$ cat config.mk
export PLATFORM = sky130hd
export DESIGN_NAME = mem_arbiter_flat
export DESIGN_NICKNAME = d
export VERILOG_FILES = /design/src/rtl/mem_arbiter_if.sv /design/src/rtl/mem_arbiter.sv /design/src/flat_wrapper.sv
export SDC_FILE = /design/constraint.sdc
export NUM_CORES = 1
export LEC_CHECK = 0
export BUFFER_PORTS_ARGS = -buffer_cell sky130_fd_sc_hd__buf_4
export CAP_MARGIN = 20
export CELL_PAD_IN_SITES_DETAIL_PLACEMENT = 1
export CELL_PAD_IN_SITES_GLOBAL_PLACEMENT = 1
export CORE_MARGIN = 3
export CORE_UTILIZATION = 30
export CTS_BUF_LIST = sky130_fd_sc_hd__clkbuf_16
export DETAILED_ROUTE_END_ITERATION = 10
export GPL_TIMING_DRIVEN = 0
export HOLD_SLACK_MARGIN = 0.03
export PLACE_DENSITY_LB_ADDON = 0.15
export SLEW_MARGIN = 10
export SYNTH_ARGS = -nofsm -noshare
export SYNTH_HDL_FRONTEND = slang
export SYNTH_SLANG_ARGS = --single-unit
$ cat constraint.sdc
create_clock -name clkSys -period 1.85 [get_ports clkSys]
set_input_delay 0.37 -clock clkSys [delete_from_list [all_inputs] [get_ports clkSys]]
set_output_delay 0.37 -clock clkSys [all_outputs]
set_load 0.03 [all_outputs]
$ cat src/rtl/mem_arbiter_if.sv
// mem_arbiter_if: requester (CPU, VIC) and memCtrl signals of the arbiter.
//   slave  - arbiter view: takes requests and memCtrl status, drives acks,
//            read data, error and the memCtrl strobe/address/data.
//   master - environment view: CPU/VIC bus logic and memCtrl.
interface mem_arbiter_if;
  logic        i_cpu_req;
  logic        i_cpu_we;
  logic [15:0] i_cpu_addr;
  logic [7:0]  i_cpu_wdata;
  logic        o_cpu_ack;
  logic [7:0]  o_cpu_rdata;
  logic        i_vic_req;
  logic [13:0] i_vic_addr;
  logic        o_vic_ack;
  logic [7:0]  o_vic_rdata;
  logic        o_err;
  logic        o_mem_cs;
  logic        o_mem_write;
  logic [23:0] o_mem_addr;
  logic [7:0]  o_mem_wdata;
  logic [7:0]  i_mem_rdata;
  logic        i_mem_busy;
  logic        i_mem_data_ready;
  logic [2:0]  o_state;

  modport slave (
    input  i_cpu_req, i_cpu_we, i_cpu_addr, i_cpu_wdata,
    input  i_vic_req, i_vic_addr,
    input  i_mem_rdata, i_mem_busy, i_mem_data_ready,
    output o_cpu_ack, o_cpu_rdata, o_vic_ack, o_vic_rdata, o_err,
    output o_mem_cs, o_mem_write, o_mem_addr, o_mem_wdata, o_state
  );

  modport master (
    output i_cpu_req, i_cpu_we, i_cpu_addr, i_cpu_wdata,
    output i_vic_req, i_vic_addr,
    output i_mem_rdata, i_mem_busy, i_mem_data_ready,
    input  o_cpu_ack, o_cpu_rdata, o_vic_ack, o_vic_rdata, o_err,
    input  o_mem_cs, o_mem_write, o_mem_addr, o_mem_wdata, o_state
  );
endinterface

$ cat src/rtl/mem_arbiter.sv
// mem_arbiter: shares the single-request PSRAM controller between VIC and CPU.
//   clkSys - system clock
//   reset  - asynchronous active-high reset (memCtrl shares it)
//   bus    - slave side of mem_arbiter_if: CPU/VIC requests with one-cycle
//            acks and held read data, error pulse, memCtrl cs handshake,
//            debug state.
module mem_arbiter #(
  parameter logic [23:0] CPU_BASE = 24'h000000,
  parameter logic [23:0] VIC_BASE = 24'h010000,
  parameter int unsigned STARVE   = 8,
  parameter int unsigned TIMEOUT  = 64
) (
  input logic          clkSys,
  input logic          reset,
  mem_arbiter_if.slave bus
);

  localparam int unsigned TW = $clog2(TIMEOUT);
  // Abort on the edge where the counter would reach TIMEOUT-1, which puts the
  // ack exactly TIMEOUT cycles after cs.
  localparam logic [TW-1:0] TMO_LAST = TW'(TIMEOUT - 2);
  localparam logic [7:0]    WAIT_MAX = 8'd255;

  typedef enum logic [2:0] {
    IDLE      = 3'd0,
    ISSUE     = 3'd1,
    WAIT_BUSY = 3'd2,
    WAIT_DONE = 3'd3,
    RESP      = 3'd4
  } state_t;

  state_t          state, state_d;
  logic            load, pick_cpu, complete, expire;
  logic            gnt_vic;
  logic            mem_cs, mem_write;
  logic [23:0]     mem_addr;
  logic [7:0]      mem_wdata;
  logic            cpu_ack, vic_ack, err;
  logic [7:0]      cpu_rdata, vic_rdata;
  logic [TW-1:0]   tmo_cnt;
  logic [7:0]      cpu_wait;
  logic            cpu_svc;

  // CPU counts as in service from grant until its ack cycle.
  assign cpu_svc = (state != IDLE) && !gnt_vic;

  // State register.
  always_ff @(posedge clkSys or posedge reset) begin
    if (reset) state <= IDLE;
    else       state <= state_d;
  end

  // Next state and per-cycle control strobes.
  always_comb begin
    state_d  = state;
    load     = 1'b0;
    pick_cpu = 1'b0;
    complete = 1'b0;
    expire   = 1'b0;
    case (state)
      IDLE: begin
        if (bus.i_cpu_req || bus.i_vic_req) begin
          load     = 1'b1;
          pick_cpu = bus.i_cpu_req && (!bus.i_vic_req || (cpu_wait >= 8'(STARVE)));
          state_d  = ISSUE;
        end
      end
      ISSUE: state_d = WAIT_BUSY;
      WAIT_BUSY: begin
        // Busy only moves us on; it is not completion, so timeout wins here.
        if (tmo_cnt == TMO_LAST) begin
          expire  = 1'b1;
          state_d = RESP;
        end else if (bus.i_mem_busy) begin
          state_d = WAIT_DONE;
        end
      end
      WAIT_DONE: begin
        if (mem_write ? !bus.i_mem_busy : bus.i_mem_data_ready) begin
          complete = 1'b1;
          state_d  = RESP;
        end else if (tmo_cnt == TMO_LAST) begin
          expire  = 1'b1;
          state_d = RESP;
        end
      end
      RESP:    state_d = IDLE;
      default: state_d = IDLE;
    endcase
  end

  // Registered datapath, strobes and counters.
  always_ff @(posedge clkSys or posedge reset) begin
    if (reset) begin
      gnt_vic   <= 1'b0;
      mem_cs    <= 1'b0;
      mem_write <= 1'b0;
      mem_addr  <= 24'h0;
      mem_wdata <= 8'h0;
      cpu_ack   <= 1'b0;
      vic_ack   <= 1'b0;
      err       <= 1'b0;
      cpu_rdata <= 8'h0;
      vic_rdata <= 8'h0;
      tmo_cnt   <= '0;
      cpu_wait  <= 8'h0;
    end else begin
      mem_cs  <= (state_d == ISSUE);
      cpu_ack <= (state_d == RESP) && !gnt_vic;
      vic_ack <= (state_d == RESP) && gnt_vic;
      // RESP is entered only on completion or expiry, so this is the error flag.
      err     <= expire;

      if (load) begin
        gnt_vic   <= !pick_cpu;
        mem_write <= pick_cpu && bus.i_cpu_we;
        mem_addr  <= pick_cpu ? (CPU_BASE + 24'(bus.i_cpu_addr))
                              : (VIC_BASE + 24'(bus.i_vic_addr));
        mem_wdata <= pick_cpu ? bus.i_cpu_wdata : 8'h00;
      end

      if (state == ISSUE)
        tmo_cnt <= '0;
      else if (state == WAIT_BUSY || state == WAIT_DONE)
        tmo_cnt <= tmo_cnt + TW'(1);

      if (complete && !mem_write) begin
        if (gnt_vic) vic_rdata <= bus.i_mem_rdata;
        else         cpu_rdata <= bus.i_mem_rdata;
      end else if (expire) begin
        if (gnt_vic) vic_rdata <= 8'hFF;
        else         cpu_rdata <= 8'hFF;
      end

      if (load && pick_cpu)
        cpu_wait <= 8'h0;
      else if (bus.i_cpu_req && !cpu_svc && cpu_wait != WAIT_MAX)
        cpu_wait <= cpu_wait + 8'd1;
    end
  end

  assign bus.o_state     = state;
  assign bus.o_mem_cs    = mem_cs;
  assign bus.o_mem_write = mem_write;
  assign bus.o_mem_addr  = mem_addr;
  assign bus.o_mem_wdata = mem_wdata;
  assign bus.o_cpu_ack   = cpu_ack;
  assign bus.o_vic_ack   = vic_ack;
  assign bus.o_err       = err;
  assign bus.o_cpu_rdata = cpu_rdata;
  assign bus.o_vic_rdata = vic_rdata;

endmodule

$ cat src/flat_wrapper.sv
// flat-port wrapper written by rule: the top's interface ports become plain ports
module mem_arbiter_flat 
#(
  parameter logic [23:0] CPU_BASE = 24'h000000,
  parameter logic [23:0] VIC_BASE = 24'h010000,
  parameter int unsigned STARVE   = 8,
  parameter int unsigned TIMEOUT  = 64
)
  (clkSys, reset, bus_i_cpu_req, bus_i_cpu_we, bus_i_cpu_addr, bus_i_cpu_wdata, bus_i_vic_req, bus_i_vic_addr, bus_i_mem_rdata, bus_i_mem_busy, bus_i_mem_data_ready, bus_o_cpu_ack, bus_o_cpu_rdata, bus_o_vic_ack, bus_o_vic_rdata, bus_o_err, bus_o_mem_cs, bus_o_mem_write, bus_o_mem_addr, bus_o_mem_wdata, bus_o_state);
  mem_arbiter_if bus_i ();
  input logic clkSys;
  input logic reset;
  input wire logic [$bits(bus_i.i_cpu_req)-1:0] bus_i_cpu_req;
  input wire logic [$bits(bus_i.i_cpu_we)-1:0] bus_i_cpu_we;
  input wire logic [$bits(bus_i.i_cpu_addr)-1:0] bus_i_cpu_addr;
  input wire logic [$bits(bus_i.i_cpu_wdata)-1:0] bus_i_cpu_wdata;
  input wire logic [$bits(bus_i.i_vic_req)-1:0] bus_i_vic_req;
  input wire logic [$bits(bus_i.i_vic_addr)-1:0] bus_i_vic_addr;
  input wire logic [$bits(bus_i.i_mem_rdata)-1:0] bus_i_mem_rdata;
  input wire logic [$bits(bus_i.i_mem_busy)-1:0] bus_i_mem_busy;
  input wire logic [$bits(bus_i.i_mem_data_ready)-1:0] bus_i_mem_data_ready;
  output wire logic [$bits(bus_i.o_cpu_ack)-1:0] bus_o_cpu_ack;
  output wire logic [$bits(bus_i.o_cpu_rdata)-1:0] bus_o_cpu_rdata;
  output wire logic [$bits(bus_i.o_vic_ack)-1:0] bus_o_vic_ack;
  output wire logic [$bits(bus_i.o_vic_rdata)-1:0] bus_o_vic_rdata;
  output wire logic [$bits(bus_i.o_err)-1:0] bus_o_err;
  output wire logic [$bits(bus_i.o_mem_cs)-1:0] bus_o_mem_cs;
  output wire logic [$bits(bus_i.o_mem_write)-1:0] bus_o_mem_write;
  output wire logic [$bits(bus_i.o_mem_addr)-1:0] bus_o_mem_addr;
  output wire logic [$bits(bus_i.o_mem_wdata)-1:0] bus_o_mem_wdata;
  output wire logic [$bits(bus_i.o_state)-1:0] bus_o_state;
  assign bus_i.i_cpu_req = bus_i_cpu_req;
  assign bus_i.i_cpu_we = bus_i_cpu_we;
  assign bus_i.i_cpu_addr = bus_i_cpu_addr;
  assign bus_i.i_cpu_wdata = bus_i_cpu_wdata;
  assign bus_i.i_vic_req = bus_i_vic_req;
  assign bus_i.i_vic_addr = bus_i_vic_addr;
  assign bus_i.i_mem_rdata = bus_i_mem_rdata;
  assign bus_i.i_mem_busy = bus_i_mem_busy;
  assign bus_i.i_mem_data_ready = bus_i_mem_data_ready;
  assign bus_o_cpu_ack = bus_i.o_cpu_ack;
  assign bus_o_cpu_rdata = bus_i.o_cpu_rdata;
  assign bus_o_vic_ack = bus_i.o_vic_ack;
  assign bus_o_vic_rdata = bus_i.o_vic_rdata;
  assign bus_o_err = bus_i.o_err;
  assign bus_o_mem_cs = bus_i.o_mem_cs;
  assign bus_o_mem_write = bus_i.o_mem_write;
  assign bus_o_mem_addr = bus_i.o_mem_addr;
  assign bus_o_mem_wdata = bus_i.o_mem_wdata;
  assign bus_o_state = bus_i.o_state;
  mem_arbiter #(.CPU_BASE(CPU_BASE), .VIC_BASE(VIC_BASE), .STARVE(STARVE), .TIMEOUT(TIMEOUT)) u_core (.clkSys(clkSys), .reset(reset), .bus(bus_i));
endmodule
==> flow_summary_export.csv <==
group,metric,value,unit
detailed_routing,wire_per_inst,15.3,um
power,internal_power,4.30,mW
finish,n_antenna_cell,0,
power,peakVddDrop,0.532,mV
detailed_routing,ant_nets,0,
sta,finalCriticalPeriod,1.86,ns
finish,fin_cells,525,
setup_path,cp-start-kind,"register",
synthesis,ys_seq_area_frac,0.551,
detailed_routing,dr.pass1.iters,4,
synthesis,synth-edff-count,0,
clock_tree,clkSlewWorstSetupHoldPaths,0.05,ns
hold_path,hp-class,"input pin to asynchronous set/reset pin",
finish,drive_above_1_share,0.404,
placement,portBuffers,101,
clock_tree,numCtsBuffers,9,
finish,syn_to_final_growth,50.3,%
clock_tree,root_buffer,"clkbuf_16",
detailed_routing,wl,8050,um
placement,numPlacedInstances,494,
placement,place_congestion,0.765,
run_status,violations,"setup timing",
power,combPwrFrac,0.485,
setup_path,critPathMaxFanout,5,
synthesis,netlist_area,2860,sq um
synthesis,synth.distinct_cells,43,
setup_path,endpoint_kind,"register",
sta,hold_viol,0,
setup_path,path_buf_inv,2,
setup_path,rrSetupSlack,-0.009,ns
power,power.density,1720,nW/um^2
global_route,grt_max_degree,24,
power,seqPwrFrac,0.321,
setup_path,r2r_start,"u_core.bus.o_state[1]",
finish,fill_cells,1064,
finish,final_common_cell,"buf_4",
detailed_routing,drt_iter0_markers,61,
setup_path,crit_type,"register to register",
global_route,grt_pass1_vias,2679,
die,die_area,10800,sq um
clock_tree,cts_buffer_depth,2,
die,die_w,104,um
synthesis,synthFlopType,"dfrtp_1",
sta,slew_viol_final,0,
sta,setup_ws,-0.00905,ns
global_route,antenna_found_initial,0,
synthesis,synth_top_area_cell,"dfrtp_1",
synthesis,synth_top_area_share,0.551,
setup_path,slowest_stage,"or4b_4",
synthesis,async_reset_ff_frac,1.00,
detailed_routing,via_per_inst,4.62,
die,io_pins,109,
clock_tree,numClockSinks,63,
sta,skew,0.00577,ns
sta,rsz0062_at_grt,"true",
setup_path,path_cells,"or4b_4, a31oi_4, buf_4, buf_8, mux2i_1, o21ai_1",
finish,final_cell_mix,"buf_4 (124), dfrtp_1 (61), nand2_1 (26)",
power,power_leakage,2.10,nW
die,core_area,9240,sq um
setup_path,required,2.04,ns
finish,layout.area.seq,1580,sq um
synthesis,syn_avg_cell_area,11.2,sq um
power,netSwitchingPower,3.10,mW
synthesis,synthCells,256,
synthesis,yosysWarnings,0,
synthesis,synthTopCellsByArea,"dfrtp_1 (55%), mux2i_1 (4.9%), o22a_1 (4.9%)",
power,p_sw_frac,0.419,
sta,fmax,538,MHz
clock_tree,cts-htree-levels,3,
placement,dpl.hpwl,5800,um
die,start_util,0.310,
die,die_h,104,um
setup_path,r2r_cells,6,
synthesis,ys_seq_elements,63,
global_route,grt_use_total,0.156,
sta,period_share,1.00,
finish,multiInputGateArea,1220,sq um
setup_path,cp_data_arrival_time,2.05,ns
placement,dpl_worst_slack,-0.310,ns
global_route,gr-total-overflow,0,
sta,setup_viol,1,
power,design_power_total,7.40,mW
clock_tree,tritoncts,"done",
flow_run,cap_violations,0,
die,rows,35,
detailed_routing,vias,2425,
setup_path,cpPeakStageDelay,0.52,ns
placement,dpl-instance-area,3850,sq um
setup_path,crit_family,"simple AND/OR/NAND/NOR gates",
finish,final_nets,449,
run_status,outcome,"finished with violations",
global_route,grt_pass1_wl,13500,um
detailed_routing,drc,0,
finish,fin_area,4300,sq um
power,p_clk_frac,0.194,
setup_path,r2r-end,"u_core.bus.o_mem_addr[7]",
clock_tree,clk_latency,0.33,ns
clock_tree,cts_hold_buffers,0,
==> layout make-up <==
class	instances	area share
buffer	17	0.0291
clock buffer	9	0.0523
clock inverter	6	0.00552
inverter	8	0.00785
multi-input combinational	174	0.283
sequential	63	0.367
tap	129	0.0375
timing repair buffer	119	0.218
==> registers in the layout (all words and copies together) (netlist names) <==
signal	cells
u_core.bus.o_err	1
u_core.bus.o_state	3
u_core.tmo_cnt	6
u_core.cpu_wait	8
u_core.bus.o_vic_rdata	8
u_core.bus.o_mem_addr	17
u_core.bus.o_mem_cs	1
u_core.bus.o_cpu_ack	1
u_core.bus.o_vic_ack	1
u_core.bus.o_mem_write	1
u_core.bus.o_mem_wdata	8
u_core.bus.o_cpu_rdata	8
==> metal layers <==
layer  global-route usage  wire length [um]  up-vias
met5                    0                 0        -
met4               0.0513                92        0
met3               0.0604               588        7
met2                0.256              4030       59
met1                0.187              3340     1178
li1                     -                 -     1181
==> synthesized netlist by cell type (3+ instances only) <==
cell,count
nor2b_1,3
buf_2,3
ha_1,4
nand3_1,6
buf_4,8
clkbuf_1,3
and3_1,7
o21ai_0,12
nor2_1,14
nand2_1,26
inv_1,8
nand4_1,3
xor2_1,4
o22a_1,16
a21oi_1,8
and2_1,3
o21ai_1,13
dfrtp_1,63
a22o_1,10
mux2i_1,14
==> worst register-to-register path: stages, from the launching register on <==
cell and delay [ns]:
dfrtp_2 0.44, or4b_4 0.52, a31oi_4 0.20, buf_4 0.16, buf_8 0.12, mux2i_1 0.22, o21ai_1 0.07
==> metrics by stage <==
step	hold slack [ns]	TNS (ns)	utilization
floorplan	0.487	-0.427	-
global placement	0.465	-4.09	0.412
detailed placement	0.422	-4.61	0.417
CTS	0.0758	-0.0260	0.459
global route	0.0969	-0.925	0.466
finish	0.0651	-0.00905	0.466
==> logic make-up (layout without fill, tap and decap cells) <==
| logic type | Yosys count | count (layout) | synth area share |
|---|---|---|---|
| fa+ha+maj | 4 | 4 | 0.0175 |
| mux | 14 | 14 | 0.0489 |
| compound gates | 69 | 69 | 0.171 |
| other cells | 1 | 7 | 0.00131 |
| flops | 63 | 63 | 0.551 |
| simple gates | 76 | 76 | 0.147 |
| xor+xnor | 4 | 4 | 0.0122 |
| buf+inv | 25 | 159 | 0.0511 |
==> worst max-delay path by stage <==
stage / start / endpoint / slack [ns] / cells after the start
finish: u_core.bus.o_state[1] / u_core.bus.o_mem_addr[7] / -0.009 / 6
global route: u_core.bus.o_state[0] / u_core.bus.o_mem_addr[12] / -0.09 / 6
CTS: u_core.bus.o_state[0] / u_core.bus.o_mem_addr[8] / -0.009 / 5
detailed placement: u_core.tmo_cnt[0] / u_core.bus.o_cpu_rdata[3] / -0.31 / 6
global placement: u_core.tmo_cnt[0] / u_core.bus.o_cpu_rdata[3] / -0.28 / 6
floorplan: u_core.bus.o_state[2] / u_core.bus.o_mem_addr[2] / -0.04 / 5
==> power by group through the flow <==
stage / clock, mW / sequential [mW] / combinational, mW
after CTS: 1.48 / 2.37 / 3.59
after global placement: 0 / 2.39 / 3.32
after floorplan: 0 / 3.25 / 1.23
final: 1.44 / 2.38 / 3.59
after global routing: 1.55 / 2.47 / 3.92
after detailed placement: 0 / 2.41 / 3.38
==> timing repair <==
action	4_1_cts	5_1_grt
pin swaps	4	3
gates resized for setup	4	14
gates cloned	1	0
buffers inserted	11	4
endpoints found under the setup margin	32	46
(Power assumes the default switching activity.)
